$ cat src/rtl/i2c_pkg.sv
// Shared definitions for the I2C controller/datapath pair: default sizing, controller state
// encodings and the saturating bit-counter helper.
package i2c_pkg;

  localparam int unsigned I2cDataWidth = 8;
  localparam int unsigned I2cDivide    = 250;

  localparam int unsigned BitCntWidth = 4;
  localparam logic [BitCntWidth-1:0] BitCntMax = '1;

  typedef enum logic [2:0] {
    StInitial,
    StStart,
    StLoad,
    StWrite,
    StAcknowledge,
    StTransit,
    StStop
  } i2c_state_e;

  function automatic logic [BitCntWidth-1:0] bit_cnt_inc(input logic [BitCntWidth-1:0] cnt);
    return (cnt == BitCntMax) ? cnt : cnt + BitCntWidth'(1);
  endfunction

endpackage

$ cat src/rtl/i2c_baud_divider.sv
// SCL generator: divides the system clock into ClockI2C and flags each divider-driven SCL edge
// with a one-cycle strobe in the cycle following the edge.
module i2c_baud_divider #(
  parameter int unsigned DIVIDE = 250
) (
  input  logic clk_i,
  input  logic rst_i,
  input  logic baud_en_i,
  output logic scl_o,
  output logic fall_strobe_o,
  output logic rise_strobe_o
);

  localparam int unsigned CntW = (DIVIDE > 1) ? $clog2(DIVIDE) : 1;
  localparam logic [CntW-1:0] CntMax = CntW'(DIVIDE - 1);

  logic [CntW-1:0] cnt_q, cnt_d;
  logic            scl_q, scl_d;
  logic            fall_q, fall_d;
  logic            rise_q, rise_d;

  always_comb begin
    cnt_d  = cnt_q;
    scl_d  = scl_q;
    fall_d = 1'b0;
    rise_d = 1'b0;
    if (!baud_en_i) begin
      // Forced idle-high level is not a divider edge, so it never strobes.
      cnt_d = '0;
      scl_d = 1'b1;
    end else if (cnt_q == CntMax) begin
      cnt_d  = '0;
      scl_d  = ~scl_q;
      fall_d = scl_q;
      rise_d = ~scl_q;
    end else begin
      cnt_d = cnt_q + CntW'(1);
    end
  end

  always_ff @(posedge clk_i or posedge rst_i) begin
    if (rst_i) begin
      cnt_q  <= '0;
      scl_q  <= 1'b1;
      fall_q <= 1'b0;
      rise_q <= 1'b0;
    end else begin
      cnt_q  <= cnt_d;
      scl_q  <= scl_d;
      fall_q <= fall_d;
      rise_q <= rise_d;
    end
  end

  assign scl_o         = scl_q;
  assign fall_strobe_o = fall_q;
  assign rise_strobe_o = rise_q;

endmodule

$ cat src/rtl/i2c_datapath.sv
// I2C bit-level datapath: SCL generation, transmit shift register, registered SDA drive mux and
// slave ACK capture, all steered by the controller FSM's control outputs.
module i2c_datapath
  import i2c_pkg::*;
#(
  parameter int unsigned DIVIDE     = I2cDivide,
  parameter int unsigned DATA_WIDTH = I2cDataWidth
) (
  input  logic                   clock,
  input  logic                   Reset,
  input  logic [DATA_WIDTH-1:0]  DataIn,
  input  logic                   BaudEnable,
  input  logic                   ReadorWrite,
  input  logic                   Select,
  input  logic                   ShiftorHold,
  input  logic                   StartStopAck,
  input  logic                   WriteLoad,
  input  logic                   SDAIn,
  output logic                   ClockI2C,
  output logic                   SDAOut,
  output logic                   SDAEnable,
  output logic                   AckBit,
  output logic                   AckValid,
  output logic [BitCntWidth-1:0] BitsSent
);

  logic fall_strobe;
  logic rise_strobe;

  i2c_baud_divider #(
    .DIVIDE(DIVIDE)
  ) u_baud (
    .clk_i        (clock),
    .rst_i        (Reset),
    .baud_en_i    (BaudEnable),
    .scl_o        (ClockI2C),
    .fall_strobe_o(fall_strobe),
    .rise_strobe_o(rise_strobe)
  );

  logic [DATA_WIDTH-1:0]  shift_q, shift_d;
  logic [BitCntWidth-1:0] bits_q, bits_d;
  logic                   sda_out_q, sda_out_d;
  logic                   sda_en_q, sda_en_d;
  logic                   ack_bit_q, ack_bit_d;
  logic                   ack_valid_q, ack_valid_d;

  // Shift register: a load always wins over a coincident falling-edge shift.
  always_comb begin
    shift_d = shift_q;
    bits_d  = bits_q;
    if (WriteLoad) begin
      shift_d = DataIn;
      bits_d  = '0;
    end else if (ShiftorHold && fall_strobe) begin
      shift_d = {shift_q[DATA_WIDTH-2:0], 1'b0};
      bits_d  = bit_cnt_inc(bits_q);
    end
  end

  always_comb begin
    sda_out_d = 1'b1;
    sda_en_d  = 1'b0;
    if (!ReadorWrite) begin
      sda_en_d  = 1'b1;
      sda_out_d = Select ? shift_q[DATA_WIDTH-1] : StartStopAck;
    end
  end

  always_comb begin
    ack_valid_d = rise_strobe && ReadorWrite;
    ack_bit_d   = ack_valid_d ? SDAIn : ack_bit_q;
  end

  always_ff @(posedge clock or posedge Reset) begin
    if (Reset) begin
      shift_q     <= '0;
      bits_q      <= '0;
      sda_out_q   <= 1'b1;
      sda_en_q    <= 1'b0;
      ack_bit_q   <= 1'b1;
      ack_valid_q <= 1'b0;
    end else begin
      shift_q     <= shift_d;
      bits_q      <= bits_d;
      sda_out_q   <= sda_out_d;
      sda_en_q    <= sda_en_d;
      ack_bit_q   <= ack_bit_d;
      ack_valid_q <= ack_valid_d;
    end
  end

  assign SDAOut    = sda_out_q;
  assign SDAEnable = sda_en_q;
  assign AckBit    = ack_bit_q;
  assign AckValid  = ack_valid_q;
  assign BitsSent  = bits_q;

endmodule

$ cat config.mk
export PLATFORM = sky130hd
export DESIGN_NAME = i2c_datapath
export DESIGN_NICKNAME = d
export VERILOG_FILES = /design/src/rtl/i2c_pkg.sv /design/src/rtl/i2c_baud_divider.sv /design/src/rtl/i2c_datapath.sv
export SDC_FILE = /design/constraint.sdc
export NUM_CORES = 1
export LEC_CHECK = 0
export ABC_AREA = 1
export BUFFER_PORTS_ARGS = -buffer_cell sky130_fd_sc_hd__buf_4
export CAP_MARGIN = 15
export CORE_MARGIN = 10
export CORE_UTILIZATION = 53
export CTS_CLUSTER_SIZE = 16
export DETAILED_ROUTE_END_ITERATION = 16
export GPL_TIMING_DRIVEN = 0
export PLACE_DENSITY = 0.79
export SYNTH_ARGS = -nofsm -noshare
export SYNTH_HDL_FRONTEND = slang
export SYNTH_SLANG_ARGS = --single-unit
$ cat constraint.sdc
create_clock -name clock -period 1.5 [get_ports clock]
set_input_delay 0.075 -clock clock [delete_from_list [all_inputs] [get_ports clock]]
set_output_delay 0.075 -clock clock [all_outputs]
set_load 0.02 [all_outputs]
### After elaboration in Yosys (flattened, before gate mapping)

Cells that the tools add are included.

* add/sub/neg operators: 2
* $mul: 0
* div/mod/pow operators: 0
* magnitude comparators: 0
* equality and inequality tests: 4
* shifts and indexed selects: 0
* muxes and demuxes: 16
* bitwise operators: 1
* reduce and logical (&&, ||, !) cells: 4

Operators by type and width (number)
* two-way mux 8 bit: 4
* two-way mux 4 bit: 3
* two-way mux 1 bit: 9
* adder 8 x 1 -> 8 bit (second input constant): 1
* equality test 8 bit (second input constant): 1
* adder 4 x 1 -> 4 bit (second input constant): 1
* equality test 4 bit (second input constant): 1
* logical AND 1 bit: 2
* inequality test 2 x 1 -> 1 bit (second input constant): 1
* inequality test 2 bit (second input constant): 1
* AND reduction 2 bit: 1
* nonzero test 2 bit: 1
* NOT 1 bit: 1

* register bits after elaboration: 27
* bits in latches: 0
* bits in writable memories: 0
* memory bits (read-only): 0
* input bits: 17
* memories kept: 0

### Depth between registers and ports, before layout

Gate-level depths: netlist (run 1).

* depth after elaboration: 4
* mapped depth: 8
* mapped depth without buffers: 8

### By module

A second synthesis (run 1) with hierarchy kept.

* cell total of the unflattened synthesis: 151
* area, all modules: 1333.8 µm²

Modules (own cells, without submodules)
* i2c_datapath: times used 1, cells an instance 94, area each 803.3 µm², sequential area each 402.9 µm²
* i2c_baud_divider: times used 1, cells an instance 57, area each 530.5 µm², sequential area each 276.5 µm²

### Least setup slack after synthesis (run 1)

No wires, ideal clock.

* path kind: register -> register
* from: reg bits_q[0] (netlist: BitsSent[0])
* to: reg bits_q[1] (netlist: BitsSent[1])
* library setup time: 126 ps
* arrival: 1053 ps
* data required time: 1374 ps
* slack: 321 ps
* cell stages (with the launch flop): 6
* period minus slack after synthesis: 1179 ps
* path through: dfrtp_1 -> ha_1 -> nand4_1 -> nand2_1 -> nand2_1 -> o21ai_0

* cells in the longest elaborated chain, start to end: 4
* elaborated cells between the ends (all ways): 7

RTL lines
* start: declaration: RTL line i2c_datapath.sv:42 `logic [BitCntWidth-1:0] bits_q, bits_d;`
* start signal: assignment: RTL line i2c_datapath.sv:85 `bits_q <= bits_d;`
* adder 4 x 1 -> 4 bit: RTL line i2c_pkg.sv:22 `return (cnt == BitCntMax) ? cnt : cnt + BitCntWidth'(1);`
* two-way mux 4 bit: RTL line i2c_pkg.sv:22
* two-way mux 4 bit: RTL line i2c_datapath.sv:55 `end else if (ShiftorHold && fall_strobe) begin`
* two-way mux 4 bit: RTL line i2c_datapath.sv:52 `if (WriteLoad) begin`

Several ways; a longest one is shown, not always the timed one. The select of a mux whose other input is x is not followed.
A chain may end at the register's enable or synchronous reset.

### Worst setup path in the final report (run 1)

* from: in Select
* to: reg sda_out_q (netlist: SDAOut)

* cells in the longest elaborated chain, start to end: 2

RTL lines
* start: declaration: RTL line i2c_datapath.sv:14 `input logic Select,`
* two-way mux 1 bit: RTL line i2c_datapath.sv:66 `sda_out_d = Select ? shift_q[DATA_WIDTH-1] : StartStopAck;`
* two-way mux 1 bit: RTL line i2c_datapath.sv:64 `if (!ReadorWrite) begin`
* via sda_out_d: RTL line i2c_datapath.sv:43 `logic sda_out_q, sda_out_d;`
* end signal: assignment: RTL line i2c_datapath.sv:86 `sda_out_q <= sda_out_d;`
* end: declaration: RTL line i2c_datapath.sv:43

The timed path passes the listed nets, and every way through them passes these cells.

==> results of run 1 <==
-- per-stage QoR --
step           instance area [sq um]  worst slack, ps  std cells  utilization (%)
4_1_cts                         1620              247        207             71.8
2_1_floorplan                   1280              321        141                -
3_5_place_dp                    1490              281        193             66.2
5_1_grt                         1620              160        207             71.8
3_3_place_gp                    1490              314        193             66.2
6_report                        1620              220        207             71.8
-- what timing repair did --
item / in CTS / in global routing
setup buffers: 0 / 0
setup endpoints to repair: 0 / 0
endpoints found under the hold margin: 10 / 0
hold buffers: 10 / 0
-- logic make-up (layout without fill, tap and decap cells) --
family,after synthesis,in the layout
compound gates,16,16
buf+inv,20,58
xor+xnor,2,2
flops,27,27
fa+ha+maj,3,3
simple gates,73,73
-- area by class of cell --
cell class / count / area (sq um)
plain buffers: 2 / 18.8
well taps: 28 / 35.0
clock buffers: 4 / 26.3
inverters: 18 / 70.1
flip-flops and latches: 27 / 679
repair buffers: 34 / 280
fillers: 177 / 636
multi-input cells: 94 / 509
-- state kept, by name, indices dropped and copies added, names as in the netlist --
| signal | count |
|---|---|
| shift_q | 8 |
| u_baud.cnt_q | 8 |
| BitsSent | 4 |
| AckBit | 1 |
| AckValid | 1 |
| SDAEnable | 1 |
| SDAOut | 1 |
| u_baud.fall_strobe_o | 1 |
| u_baud.rise_strobe_o | 1 |
| u_baud.scl_o | 1 |
-- worst min path at each step --
stage	slack, ps	cells past startpoint	to
global route	10	3	shift_q[1]
finish	-20	2	u_baud.cnt_q[5]
floorplan	130	1	AckValid
detailed placement	240	2	SDAEnable
global placement	230	2	SDAOut
CTS	4	3	shift_q[1]
-- critical path, delay by kind of cell --
family / cells / cell delay (ps)
AOI/OAI and AO/OA: 2 / 210
buffers and inverters: 3 / 1250
-- metal layers --
metal / track usage (%) / vias up
met5: 0 / -
met4: 4.43 / 0
met3: 2.71 / 4
met2: 20.7 / 18
met1: 12.1 / 486
li1: - / 525
-- synth_stat cells, types with 2 or more instances --
cell type	number	area share, %
nor3_1	2	0.78
nand2_4	3	2.6
o21ai_0	3	1.2
dfrtp_1	24	47
nor2_4	2	1.8
nand3_1	11	4.3
o21ai_1	4	1.6
nand2_2	3	1.5
ha_1	3	2.9
dfstp_2	3	6.2
nand2_1	37	11
nor2_2	2	0.98
inv_1	16	4.7
nor2_1	10	2.9
a21oi_1	2	0.78
o211ai_1	5	2.9
-- power groups by stage --
stage / Combinational (mW) / Clock [mW] / Sequential, mW
after floorplan: 0.0913 / 0 / 0.825
after global placement: 0.182 / 0 / 0.808
after detailed placement: 0.191 / 0 / 0.812
after CTS: 0.214 / 0.314 / 0.798
after global routing: 0.233 / 0.347 / 0.805
final: 0.210 / 0.307 / 0.799
==> qor.yml, run 1 <==
timing:
  final_hold_viol_count: 24
  max_freq_mhz: 781
  worst_pin_slew_ps: 983
  worst_slew_margin_rel_pct: 34.4
  final_max_slew_viol_count: 0
  fin_crit_sh_pct: 85.3
  skew_ps: 1.28
  setup_viol: 0
  min_period_ps: 1280
  holdWs_ps: -23.2
  totalNegativeSetupSlack_ps: 0
  rsz0062_at_grt: "false"
floorplanning:
  io_pins: 26
  die-height_um: 69.1
  die_w_um: 69.1
  initial_core_util_pct: 56.7
  fp.coreArea_sq_um: 2250
  die_area_sq_um: 4770
  rows: 17
clock_network:
  cts_tree: "done"
  cts_resized: 0
  clkTransAtPathRegs_ps: 140
  cts_max_path_buffers: 2
  htree_levels: 1
  cts-root-buf: "clkbuf_4"
  insertion_delay_ps: 310
  cts_sinks: 27
  cts_buffers: 3
routing:
  drt_pass1_iterations: 4
  m1WireLength_mm: 1.11
  drc_errors: 0
  wl_per_cell_um: 13.1
  ant_nets: 0
  wl_met2_mm: 1.47
  drt_iter0_markers: 84
  top_layer: "met4"
  drt_wl_total_mm: 2.71
  vias: 1033
  wl_met3_um: 115
  drt-vias-per-instance: 4.99
pwr:
  pwr-share-seq_pct: 60.7
  p_sw_share_pct: 25.9
  power_frac_clock_pct: 23.3
  power_density_nw_per_um2: 813
  internal-power_mw: 0.974
  pwr-share-comb_pct: 16.0
  p_total_mw: 1.32
  peakVddDrop_v: 0.000627
  p_leak_nw: 0.852
  p_switching_mw: 0.341
grt:
  grt_pass1_wl_mm: 4.62
  grt_usage_pct: 11.3
  antenna_found_initial: 0
  grt_max_degree: 28
  grt_overflow: 0
  grt_pass1_vias: 1067
finish:
  final_cell_mix: "nand2_1, buf_4, dfrtp_1"
  drive_gt1_share_pct: 26.3
  syn_to_final_growth_pct: 26.7
  final_common_cell: "nand2_1"
  antenna_cells: 0
  fin_nets: 200
synthesis:
  synth_ff_type: "dfrtp_1"
  ys_async_sr_fraction_pct: 100
  synth_edf_count: 0
  synthCells: 141
  synthMuxAreaShare_pct: 0
  synth_seq_cells: 27
  ys_types: 27
  synth-xor-area-share_pct: 1.37
  synth_fa_ha_area_share_pct: 2.94
  syn_area_sq_um: 1280
  seq_area_frac_synth_pct: 53.2
  synthSimpleGateAreaFrac_pct: 27.8
  synth_compound_area_share_pct: 7.74
  synth_top_family_by_area: "simple AND/OR/NAND/NOR gates"
  syn-num-nets: 161
  synth_area_per_cell_sq_um: 9.06
  synth-warning-count: 0
critical_path:
  worstRegToRegCells: 3
  crit_path_end: "SDAOut"
  cp.required_ps: 1760
  startpoint: "Select"
  crit_fanout: 2
  cp_cell_sequence: "dlygate4sd3_1, buf_4, a21oi_1, o21ai_0, dlygate4sd3_1"
  rrSetupSlack_ps: 260
  r2r-end: "SDAOut"
  cp_common_cell: "dlygate4sd3_1"
  critPathLaunchType: "primary input"
  cpPeakStageDelay_ps: 560
  worstSetupPathType: "primary input to flop"
  r2r-start: "shift_q[7]"
  cpMaxStageDelayCell: "dlygate4sd3_1"
  endpoint_kind: "flop"
  cp.arrival_ps: 1540
status:
  violations: "hold timing"
  outcome: "finished, violations left"
job:
  drv_cap: 0
placement:
  portBuffers: 24
  globalplace.congestion: 0.804
  dp_hpwl_mm: 2.06
min_path:
  min_path_type: "primary input to asynchronous set/reset pin"
Power figures use the tool's default switching activity.
==> run 2, diff against run 1 <==
--- a/config.mk
+++ b/config.mk
@@ -5,11 +5,10 @@
 export SDC_FILE = /design/constraint.sdc
 export NUM_CORES = 1
 export LEC_CHECK = 0
-export ABC_AREA = 1
 export BUFFER_PORTS_ARGS = -buffer_cell sky130_fd_sc_hd__buf_4
 export CAP_MARGIN = 15
 export CORE_MARGIN = 10
-export CORE_UTILIZATION = 53
+export CORE_UTILIZATION = 52
 export CTS_CLUSTER_SIZE = 16
 export DETAILED_ROUTE_END_ITERATION = 16
 export GPL_TIMING_DRIVEN = 0
==> run 2 against run 1 <==
Utilization rose by 0.80 points. Final cell count fell by 10%. The run still ends with hold timing left. Sequential cell count did not move. Register-to-register slack got worse by 140 ps. Clock power rose by 1%. Global-route usage rose by 2.0 points. Hold slack got worse by 6.6 ps. Via count fell by 1.9%. Clock-buffer cell count did not move. Critical endpoint is now BitsSent[0]. Synthesized cell count fell by 18%.
==> qor.yml, run 2 <==
status:
  outcome: "finished, violations left"
  violations: "hold timing"
finish:
  antenna_cells: 0  # unchanged
  final_common_cell: "buf_4"
  final_cell_mix: "buf_4, dfrtp_1, nand2_1"
  syn_to_final_growth_pct: 31.6
  drive_gt1_share_pct: 24.1  # -2.2 points
  fin_nets: 179  # -11%
  fin_area_sq_um: 1620  # +0.16%
  nFillCells: 169  # -4.5%
  finalNonFillerCells: 186  # -10%
critical_path:
  cpMaxStageDelayCell: "dfrtp_1"
  endpoint_kind: "flop"
  cp.arrival_ps: 1600  # +60 ps
  critPathTopFamily: "flip-flops"
  crit_buf_inv: 0  # -3
  cp_cell_sequence: "ha_1, a31oi_2, mux2_2"
  cpPeakStageDelay_ps: 450  # -110 ps
  crit_fanout: 5  # +3
  cp.required_ps: 1720  # -40 ps
  critPathLaunchType: "flop"
  worstSetupPathType: "flop to flop"
timing:
  worst_pin_slew_ps: 982  # -0.716 ps
  holdWs_ps: -29.8  # -6.58 ps
  rsz0062_at_grt: "false"
  worst_slew_margin_rel_pct: 34.5  # +0.048 points
  skew_ps: 3.95  # +2.67 ps
  final_hold_viol_count: 24  # unchanged
  totalNegativeSetupSlack_ps: 0  # unchanged
  fin_crit_sh_pct: 92.1  # +6.8 points
  min_period_ps: 1380  # +102 ps
  setup_viol: 0  # unchanged
  max_freq_mhz: 724  # -7.3%
  final_max_slew_viol_count: 0  # unchanged
pwr:
  power_density_nw_per_um2: 783  # -3.7%
  p_leak_nw: 0.793  # -6.9%
  pwr-share-seq_pct: 62.6  # +1.9 points
  p_sw_share_pct: 24.5  # -1.4 points
  internal-power_mw: 0.958  # -1.7%
  p_switching_mw: 0.312  # -8.7%
  peakVddDrop_v: 0.000693  # +11%
  pwr-share-comb_pct: 12.9  # -3.1 points
  power_frac_clock_pct: 24.5  # +1.2 points
routing:
  ant_nets: 0  # unchanged
  drt_wl_total_mm: 2.90  # +7.1%
  drt_pass1_iterations: 4  # unchanged
  vias: 1013  # -1.9%
  drt-vias-per-instance: 5.45  # +9.1%
  wl_per_cell_um: 15.6  # +19%
  drt_iter0_markers: 42  # -50%
  drc_errors: 0  # unchanged
grt:
  use_met3_pct: 3.86  # +1.2 points
  gr-usage-met1_pct: 13.9  # +1.8 points
  grt_max_degree: 28  # unchanged
  grt_overflow: 0  # unchanged
  top_usage_layer: "met2"
  antenna_found_initial: 0  # unchanged
  grt_pass1_vias: 1088  # +2.0%
  grt_pass1_wl_mm: 4.80  # +3.9%
  grt_usage_pct: 13.3  # +2.0 points
  met2_usage_pct: 24.1  # +3.4 points
floorplanning:
  die_w_um: 68.7  # -0.59%
  die-height_um: 68.7  # -0.59%
  die_area_sq_um: 4720  # -1.2%
  fp.coreArea_sq_um: 2230  # -0.94%
  io_pins: 26  # unchanged
  rows: 17  # unchanged
  initial_core_util_pct: 55.2  # -1.5 points
synthesis:
  synthMostInstantiatedCell: "dfrtp_1"
  synth_seq_cells: 27  # unchanged
  synth_ff_type: "dfrtp_1"
  synth_common_cells: "dfrtp_1, nand2_1, o21ai_0"
  synth_area_per_cell_sq_um: 10.6  # +17%
  yosysTopAreaCell: "dfrtp_1"
  synth_edf_count: 0  # unchanged
  ys_async_sr_fraction_pct: 100  # unchanged
  synth-warning-count: 0  # unchanged
  seq_area_frac_synth_pct: 55.1  # +1.9 points
  synth_top_area_share_pct: 48.7  # +1.7 points
  ys_types: 26  # -3.7%
  synthCells: 116  # -18%
  syn-num-nets: 136  # -16%
  syn_area_sq_um: 1230  # -3.5%
  yosys-top-cells-area: "dfrtp_1, mux2i_1, dfstp_2"
placement:
  dp_cells: 169  # -12%
  postPlaceCellArea_sq_um: 1460  # -2.5%
  globalplace.congestion: 0.752  # -6.4%
  portBuffers: 25  # +4.2%
  dp_hpwl_mm: 2.01  # -2.4%
clock_network:
  clkTransAtPathRegs_ps: 140  # about the same
  cts-root-buf: "clkbuf_4"
  htree_levels: 1  # unchanged
  cts_sinks: 27  # unchanged
  insertion_delay_ps: 320  # about the same
  cts_tree: "done"
  cts_buffers: 3  # unchanged
  cts_max_path_buffers: 2  # unchanged
min_path:
  min_path_type: "primary input to asynchronous set/reset pin"
job:
  drv_cap: 0  # unchanged
## run 2: cell count changes in the layout (fill, tap and decap cells not counted), sizes merged, moves of 6 or more
| cell | change |
|---|---|
| nand3 | -6 |
| nor2 | -8 |
| nand2 | -26 |
| a31oi | +6 |
| mux2i | +9 |
| inv | -13 |
## run 2: layout make-up
| class | instances | area (sq um) | share of cell area, % |
|---|---|---|---|
| flip-flops and latches | 27 | 679 | 41.9 |
| clock buffers | 4 | 26.3 | 1.62 |
| multi-input cells | 81 | 531 | 32.7 |
| plain buffers | 3 | 13.8 | 0.849 |
| inverters | 5 | 18.8 | 1.16 |
| well taps | 28 | 35.0 | 2.16 |
| repair buffers | 38 | 318 | 19.6 |
## run 2: metrics by stage
| stage | worst slack [ps] | util (%) | total power [mW] |
|---|---|---|---|
| global placement | -13.6 | 65.2 | 0.930 |
| CTS | 33.0 | 72.2 | 1.28 |
| global route | 31.5 | 72.6 | 1.33 |
| finish | 118 | 72.6 | 1.27 |
| floorplan | 94.7 | - | 0.875 |
| detailed placement | -63.8 | 65.2 | 0.942 |
## run 2: power by group through the flow
| stage | registers [mW] | clock network (mW) | logic [mW] |
|---|---|---|---|
| floorplan | 0.806 | 0 | 0.0685 |
| global placement | 0.804 | 0 | 0.126 |
| detailed placement | 0.807 | 0 | 0.135 |
| CTS | 0.794 | 0.319 | 0.164 |
| global route | 0.799 | 0.346 | 0.183 |
| finish | 0.794 | 0.311 | 0.164 |
## run 2: metal layers
layer / vias up / share of wire, %
met5: - / 0
met4: 0 / 0.55
met1: 490 / 39
met2: 30 / 52
met3: 2 / 8.4
li1: 491 / -
## run 2: cell families (layout without fill, tap and decap cells)
group	count (synthesis)	after routing	share of synthesized area [%]
mux	11	11	9.14
fa+ha+maj	3	3	3.05
compound gates	17	17	7.72
simple gates	47	47	20.2
buf+inv	8	50	2.64
flops	27	27	55.1
xor+xnor	3	3	2.13
## run 2: path summary, 6_finish.rpt
check | startpoint | to | slack, ps | cells after the start
min in group clock | WriteLoad | BitsSent[1] | 30 | 3
max in group asynchronous | Reset | shift_q[3] | 940 | 2
hold reg to reg | u_baud.cnt_q[0] | u_baud.cnt_q[0] | 520 | 1
setup reg to reg | BitsSent[0] | BitsSent[0] | 120 | 3
hold / removal | Reset | u_baud.cnt_q[6] | -30 | 2
setup / recovery | BitsSent[0] | BitsSent[0] | 120 | 3
## run 2: repair_timing
| item | in CTS | in global routing |
|---|---|---|
| hold buffers | 13 | 0 |
| endpoints found under the setup margin | 5 | 6 |
| resized for setup | 1 | 2 |
| setup buffers | 0 | 0 |
| hold endpoints to repair | 13 | 0 |
